File: src/rtl/ten_g_eth_tx_port_arbiter.sv
// ten_g_eth_tx_port_arbiter
// Frame-level round-robin arbiter that merges NUM_PORTS AXI-Stream TX sources
// onto a single 10G MAC tx_axis_fifo interface. A granted port keeps the
// output until its tlast beat is accepted. A 2-entry FIFO sits on the output
// so upstream s_tready depends only on registered state.
// Optional feature macro: TENG_ARB_STATS_EN builds saturating per-port frame
// counters. Without it, frame_cnt is tied to zero.

module ten_g_eth_tx_port_arbiter #(
  parameter  int NUM_PORTS = 4,
  parameter  int DATA_W    = 64,
  parameter  int CNT_W     = 32,
  localparam int KEEP_W    = DATA_W / 8,
  localparam int GNT_W     = (NUM_PORTS > 1) ? $clog2(NUM_PORTS) : 1
) (
  input  logic                        user_clk,
  input  logic                        reset,
  input  logic [NUM_PORTS*DATA_W-1:0] s_tdata,
  input  logic [NUM_PORTS*KEEP_W-1:0] s_tkeep,
  input  logic [NUM_PORTS-1:0]        s_tvalid,
  input  logic [NUM_PORTS-1:0]        s_tlast,
  output logic [NUM_PORTS-1:0]        s_tready,
  output logic [DATA_W-1:0]           m_tdata,
  output logic [KEEP_W-1:0]           m_tkeep,
  output logic                        m_tvalid,
  output logic                        m_tlast,
  input  logic                        m_tready,
  output logic [GNT_W-1:0]            grant_port,
  output logic                        busy,
  output logic [NUM_PORTS*CNT_W-1:0]  frame_cnt
);

  typedef enum logic [0:0] {
    IDLE,
    XFER
  } state_t;

  state_t             state;
  state_t             next_state;
  logic [GNT_W-1:0]   last_grant;
  logic [GNT_W-1:0]   next_grant;

  logic               req_found;
  logic [GNT_W-1:0]   req_idx;

  logic [DATA_W-1:0]  sel_data;
  logic [KEEP_W-1:0]  sel_keep;
  logic               sel_valid;
  logic               sel_last;

  logic               push;
  logic               pop;
  logic [1:0]         fifo_count;
  logic               wr_ptr;
  logic               rd_ptr;
  logic [DATA_W-1:0]  fifo_data [2];
  logic [KEEP_W-1:0]  fifo_keep [2];
  logic               fifo_last [2];

  // Select the granted port's stream signals with constant slices per port.
  always_comb begin
    sel_data  = '0;
    sel_keep  = '0;
    sel_valid = 1'b0;
    sel_last  = 1'b0;
    for (int i = 0; i < NUM_PORTS; i++) begin
      if (last_grant == GNT_W'(i)) begin
        sel_data  = s_tdata[i*DATA_W +: DATA_W];
        sel_keep  = s_tkeep[i*KEEP_W +: KEEP_W];
        sel_valid = s_tvalid[i];
        sel_last  = s_tlast[i];
      end
    end
  end

  // Round-robin search: first requester above last_grant, then wrap to the bottom.
  always_comb begin
    req_found = 1'b0;
    req_idx   = last_grant;
    for (int i = 0; i < NUM_PORTS; i++) begin
      if (!req_found && s_tvalid[i] && (i > int'(last_grant))) begin
        req_found = 1'b1;
        req_idx   = GNT_W'(i);
      end
    end
    for (int i = 0; i < NUM_PORTS; i++) begin
      if (!req_found && s_tvalid[i] && (i <= int'(last_grant))) begin
        req_found = 1'b1;
        req_idx   = GNT_W'(i);
      end
    end
  end

  // Next-state, grant update and upstream ready; s_tready uses only registered state.
  always_comb begin
    next_state = state;
    next_grant = last_grant;
    s_tready   = '0;
    push       = 1'b0;
    case (state)
      IDLE: begin
        if (req_found) begin
          next_state = XFER;
          next_grant = req_idx;
        end
      end
      XFER: begin
        if (fifo_count != 2'd2) begin
          for (int i = 0; i < NUM_PORTS; i++) begin
            if (last_grant == GNT_W'(i)) begin
              s_tready[i] = 1'b1;
            end
          end
        end
        push = sel_valid && (fifo_count != 2'd2);
        if (push && sel_last) begin
          next_state = IDLE;
        end
      end
      default: next_state = IDLE;
    endcase
  end

  // FSM state and grant registers; port 0 wins first after reset.
  always_ff @(posedge user_clk) begin
    if (reset) begin
      state      <= IDLE;
      last_grant <= GNT_W'(NUM_PORTS - 1);
    end else begin
      state      <= next_state;
      last_grant <= next_grant;
    end
  end

  assign pop = (fifo_count != 2'd0) && m_tready;

  // Two-entry output FIFO; simultaneous push and pop keep the count unchanged.
  always_ff @(posedge user_clk) begin
    if (reset) begin
      fifo_count <= 2'd0;
      wr_ptr     <= 1'b0;
      rd_ptr     <= 1'b0;
      for (int i = 0; i < 2; i++) begin
        fifo_data[i] <= '0;
        fifo_keep[i] <= '0;
        fifo_last[i] <= 1'b0;
      end
    end else begin
      if (push) begin
        fifo_data[wr_ptr] <= sel_data;
        fifo_keep[wr_ptr] <= sel_keep;
        fifo_last[wr_ptr] <= sel_last;
        wr_ptr            <= ~wr_ptr;
      end
      if (pop) begin
        rd_ptr <= ~rd_ptr;
      end
      case ({push, pop})
        2'b10:   fifo_count <= fifo_count + 2'd1;
        2'b01:   fifo_count <= fifo_count - 2'd1;
        default: fifo_count <= fifo_count;
      endcase
    end
  end

  assign m_tdata    = fifo_data[rd_ptr];
  assign m_tkeep    = fifo_keep[rd_ptr];
  assign m_tlast    = fifo_last[rd_ptr];
  assign m_tvalid   = (fifo_count != 2'd0);
  assign busy       = (state == XFER);
  assign grant_port = last_grant;

`ifdef TENG_ARB_STATS_EN
  logic [NUM_PORTS*CNT_W-1:0] frame_cnt_q;

  // Count accepted tlast beats per port, saturating at all-ones.
  always_ff @(posedge user_clk) begin
    if (reset) begin
      frame_cnt_q <= '0;
    end else if (push && sel_last) begin
      for (int i = 0; i < NUM_PORTS; i++) begin
        if ((last_grant == GNT_W'(i)) &&
            (frame_cnt_q[i*CNT_W +: CNT_W] != {CNT_W{1'b1}})) begin
          frame_cnt_q[i*CNT_W +: CNT_W] <= frame_cnt_q[i*CNT_W +: CNT_W] + CNT_W'(1);
        end
      end
    end
  end

  assign frame_cnt = frame_cnt_q;
`else
  assign frame_cnt = '0;
`endif

endmodule

File: config.mk
export PLATFORM = sky130hd
export DESIGN_NAME = ten_g_eth_tx_port_arbiter
export DESIGN_NICKNAME = d
export VERILOG_FILES = /design/src/rtl/ten_g_eth_tx_port_arbiter.sv
export SDC_FILE = /design/constraint.sdc
export NUM_CORES = 1
export LEC_CHECK = 0
export CORE_AREA = 3 3 198 200
export CTS_CLUSTER_DIAMETER = 50
export DETAILED_ROUTE_END_ITERATION = 8
export DIE_AREA = 0 0 201 203
export MAX_ROUTING_LAYER = met4
export SETUP_SLACK_MARGIN = 0.05
export SYNTH_ARGS = -nofsm -noshare
export SYNTH_HDL_FRONTEND = slang
export SYNTH_SLANG_ARGS = --single-unit
File: constraint.sdc
create_clock -name user_clk -period 16.6 [get_ports user_clk]
set_input_delay 2.49 -clock user_clk [delete_from_list [all_inputs] [get_ports user_clk]]
set_output_delay 2.49 -clock user_clk [all_outputs]
set_load 0.02 [all_outputs]
Yosys cells after proc, flatten, opt, wreduce, memory -nomap -nowiden

Memories as Yosys holds them, arrays and structs flattened. A register that Yosys moved wholly into a read port is not among the register bits.
Index checks and enable logic that the tools add are counted.

Memories kept: 3
Bits in registers: 7
RAM bits: 146
Output and inout port bits: 209

Memories:

| name      | depth | width | read ports | clocked after Yosys merged registers in | wr ports | RTL line | RTL |
|---|---|---|---|---|---|---|---|
| fifo_data | 2     | 64    | 1          | 1                                       | 2        | 56       | `logic [DATA_W-1:0] fifo_data [2];` |
| fifo_keep | 2     | 8     | 1          | 1                                       | 2        | 57       | `logic [KEEP_W-1:0] fifo_keep [2];` |
| fifo_last | 2     | 1     | 1          | 1                                       | 2        | 58       | `logic fifo_last [2];` |

Bitwise gates (word level): 3
Add/sub/neg operators: 2
$lt $le $gt $ge: 6
Reduce and logical (&&, ||, !) cells: 29
Mux-type cells: 61
Equality and inequality tests: 6

Operator list:

| cell                  | number |
|---|---|
| $mux W64              | 5 |
| $reduce_or A64 Y1     | 1 |
| $mux W1               | 40 |
| $mux W8               | 5 |
| $logic_and A1 B1 Y1   | 15 |
| $mux W2               | 7 |
| $mux W4               | 2 |
| $reduce_or A8 Y1      | 1 |
| $reduce_bool A7 Y1    | 1 |
| $eq A2 B2 Y1 const B  | 3 |
| $logic_not A1 Y1      | 6 |
| $eq A2 B1 Y1 const B  | 2 |
| $gt A2 B2 Y1 const A  | 2 |
| $le A2 B2 Y1 const A  | 2 |
| $pmux W2 S2           | 1 |
| $reduce_bool A2 Y1    | 2 |
| $not A1 Y1            | 3 |
| $reduce_and A3 Y1     | 1 |
| $add A2 B1 Y2 const B | 1 |
| $gt A1 B2 Y1 const A  | 1 |
| $le A1 B2 Y1 const A  | 1 |
| $logic_not A2 Y1      | 1 |
| $ne A2 B2 Y1 const B  | 1 |
| $pmux W1 S2           | 1 |
| 2 further kinds       | 2 |

Depth between registers and ports, before layout

Depth in word-level cells: 28
Mapped depth: 9

Worst setup path before layout

Ideal clock, no wire load.

Path kind: input-to-reg
Start: input s_tvalid[2]
End: memory fifo_data[0][0] (enable)
Cell stages on the path: 5
Library setup time: 519 ps
Slack: 9661 ps
Data arrival time: 6420 ps
Cell sequence: mux4_2 -> and3_1 -> buf_4 -> inv_2 -> o21bai_1

RTL lines:

| element     | RTL line | RTL |
|---|---|---|
| from (decl) | 20       | `input logic [NUM_PORTS-1:0] s_tvalid,` |
| to (decl)   | 56       |  |

Worst setup path after layout

Start: register last_grant[0], in the netlist grant_port[0]
End: output s_tready[0]

Longest elaborated chain between the ends: 4

Ends and longest elaborated chain:

| element                | RTL line | RTL |
|---|---|---|
| from (decl)            | 40       | `logic [GNT_W-1:0] last_grant;` |
| from (signal assigned) | 128      | `last_grant <= GNT_W'(NUM_PORTS - 1);` |
| from (signal assigned) | 131      | `last_grant <= next_grant;` |
| $logic_not A2 Y1       | 110      | `if (last_grant == GNT_W'(i)) begin` |
| $mux W1                | 110      |  |
| $mux W4                | 108      | `if (fifo_count != 2'd2) begin` |
| $mux W4                | 100      | `case (state)` |
| to (decl)              | 22       | `output logic [NUM_PORTS-1:0] s_tready,` |

Every way passes these cells.

==> reports/metrics.yaml <==
gp_congestion: 0.7808
max-slew-margin-rel: 0.3078
critPathMaxFanout: 44
drv_slew: 0
timing.rr.end: "fifo_keep[0][7]$_SDFFCE_PN0P_"
drive_above_1_share: 0.1881
endpoint_kind: "primary output"
grt_use_met3: 0.02790
fmax_mhz: 185.7
async_flop_share: 0
synthCells: 668
numClockSinks: 154
io_buffers: 379
min-delay-start: "rd_ptr$_SDFFE_PP0P_"
synthFlopType: "edfxtp_1"
rows: 71
setup_violations: 0
whs_path_depth: 2
grt_pass1_vias: 6746
peakVddDrop_v: 0.00006448
hold_path.class: "flip-flop to flip-flop"
worstSetupPathType: "flip-flop to primary output"
grt_max_degree: 75
post_cts_buffers: 0
htreeDepth: 4
maxCapViolations: 0
dr_total_vias: 6443
insertion_delay_ns: 0.43
worst-path-buf-inv: 3
cellPowerDensity_mw_per_mm2: 100.7
dieArea_mm2: 0.04080
crit_top_cell: "buf_4"
hpwl_um: 19630
antenna_found_initial: 0
r2r_slack_ns: 12.97
drc: 0
detail_route.iter0.violations: 262
netlist_area_mm2: 0.009445
fin_ws_ns: 11.21
finalWirelength_um: 26970
rr_worst_depth: 6
gr-total-overflow: 0
r2r-start: "grant_port[0]$_SDFFE_PP1P_"
fin_util: 0.3675
syn_area_per_cell_um2: 14.14
synth-seq-area-share: 0.4811
ios: 508
nets: 1329
synth_most_common_cell: "edfxtp_1"
netlist_top_cells_area: "edfxtp_1 (46%), mux4_2 (18%), buf_4 (10%), mux2_2 (8.7%), nor2b_1 (4.9%)"
clk_path_buf_depth: 2
use_met1: 0.1446
leakage_uw: 0.005113
cts_made_buffers: 17
clockRootBuffer: "clkbuf_16"
ys_types: 36
path_delay_family: "buffers and inverters"
slowest_stage: "buf_4"
initial_utilization: 0.2514
wl_per_cell_um: 17.34
core_area_mm2: 0.03758
crit_chain: "buf_4 > buf_4 > nor3_1 > clkdlybuf4s50_1"
clk_pin_slew_worst_paths_ns: 0.07
min_to: "rd_ptr$_SDFFE_PP0P_"
fp.dieH_um: 203
drtPass1Iterations: 4
yosys_warnings: 0
use_met2: 0.2439
groute.usage.overall: 0.1327
ctsResizeCount: 0
synth_enable_flop_cells: 146
avgViaCountPerCell: 4.143
dp_slack_ns: 10.94
syn2layout_area_growth_pct: 46.19
finalClockSkew_ns: 0.009988
ys_ff_latch: 154
grt_pass1_wl_um: 39910
nFillCells: 3655
crit_arrival_ns: 2.90
hold_violations: 0
start_kind: "flip-flop"
power_uw: 1391
postCtsHoldBufs: 0
crit_start: "grant_port[0]$_SDFFE_PP1P_"
cp.depth: 4
status: "finished clean"
required_ns: 14.11
detail-route-antenna-nets: 0
cpPeakStageDelay_ns: 0.69
rsz0062_at_grt: "false"
cts_tree: "done"
synth_top_cell_by_area: "edfxtp_1"
fin_crit_ns: 5.385
final_area_mm2: 0.01381
yosys.area.top_type_share: 0.4642
die_w_um: 201
period_share: 0.3244
grt.busiest_layer: "met2"
tightest_slew_ns: 1.038
ys_top_cells_by_count: "edfxtp_1 (146), buf_4 (130), mux4_2 (74), nor2b_1 (74)"
dpl_cell_area_mm2: 0.01325
final.setup.tns_ns: 0
[power by group]
group | switching, µW | internal [µW]
clock | 172 | 197
sequential | 23.2 | 476
combinational | 248 | 275
[worst register-to-register path: stages, from the launching register on]
cell	delay [ns]
dfxtp_4	0.36
buf_4	0.62
mux4_2	0.38
and3_1	0.34
inv_2	0.13
o21bai_4	0.62
buf_4	0.74
[sequential cells by signal (all words and copies together), names as in the netlist, named ones only]
signal and flops:
busy 1, fifo_last 2, fifo_count 2, fifo_keep 16
wr_ptr 1, fifo_data 128, rd_ptr 1, grant_port 2
[worst max-delay path by stage]
stage | end
after floorplan | fifo_data[0][0]$_SDFFCE_PN0P_
after global placement | fifo_data[0][53]$_SDFFCE_PN0P_
after detailed placement | fifo_data[0][59]$_SDFFCE_PN0P_
after CTS | s_tready[2]
after global routing | s_tready[2]
final | s_tready[0]
[cell families after synthesis]
family,after synthesis,share of synthesized area
compound gates,9,0.006492
xor+xnor,4,0.003710
fa+ha+maj,1,0.001324
buf+inv,176,0.1292
flops,154,0.4811
mux,147,0.2635
other cells,1,0.0003970
simple gates,176,0.1143
[through the flow]
stage / hold slack [ns] / cells
after detailed placement: 0.5068 / 1521
after global placement: 0.4864 / 1521
after global routing: 0.5672 / 1553
final: 0.5187 / 1555
after CTS: 0.5281 / 1553
after floorplan: 0.4668 / 795
[layout by cell type (no fill, tap or decap), types with 2 or more instances in the layout]
| cell type | count |
|---|---|
| diode_2 | 2 |
| nor2b_1 | 74 |
| a21oi_1 | 2 |
| edfxtp_1 | 146 |
| clkdlybuf4s50_1 | 379 |
| and2_1 | 73 |
| dfxtp_1 | 5 |
| clkinv_2 | 2 |
| mux4_2 | 74 |
| inv_1 | 3 |
| dfxtp_4 | 3 |
| buf_4 | 8 |
| mux2_2 | 73 |
| clkinvlp_4 | 2 |
| clkinv_4 | 2 |
| nor4_1 | 2 |
| nor2_1 | 10 |
| nor3_1 | 5 |
| xnor2_1 | 3 |
| inv_8 | 3 |
| nand3_1 | 2 |
| conb_1 | 128 |
| inv_6 | 6 |
| clkbuf_16 | 17 |
| nand2b_1 | 4 |
[cell type report]
type                    instances  area, µm²  share of cell area
flip-flops and latches        154       4556              0.3299
clock inverters                15      128.9            0.009333
inverters                       4      15.01            0.001087
diodes                          2      5.005           0.0003625
well taps                     511      639.4             0.04630
repair buffers                387       3854              0.2791
multi-input cells             465       4185              0.3031
clock buffers                  17      425.4             0.03081
[per-layer routing]
metal	vias to the layer above	wire (µm)
li1	2922	-
met1	3228	10230
met2	277	14820
met3	16	1564
met4	0	357
met5	-	0
Power figures use the tool's default switching activity.
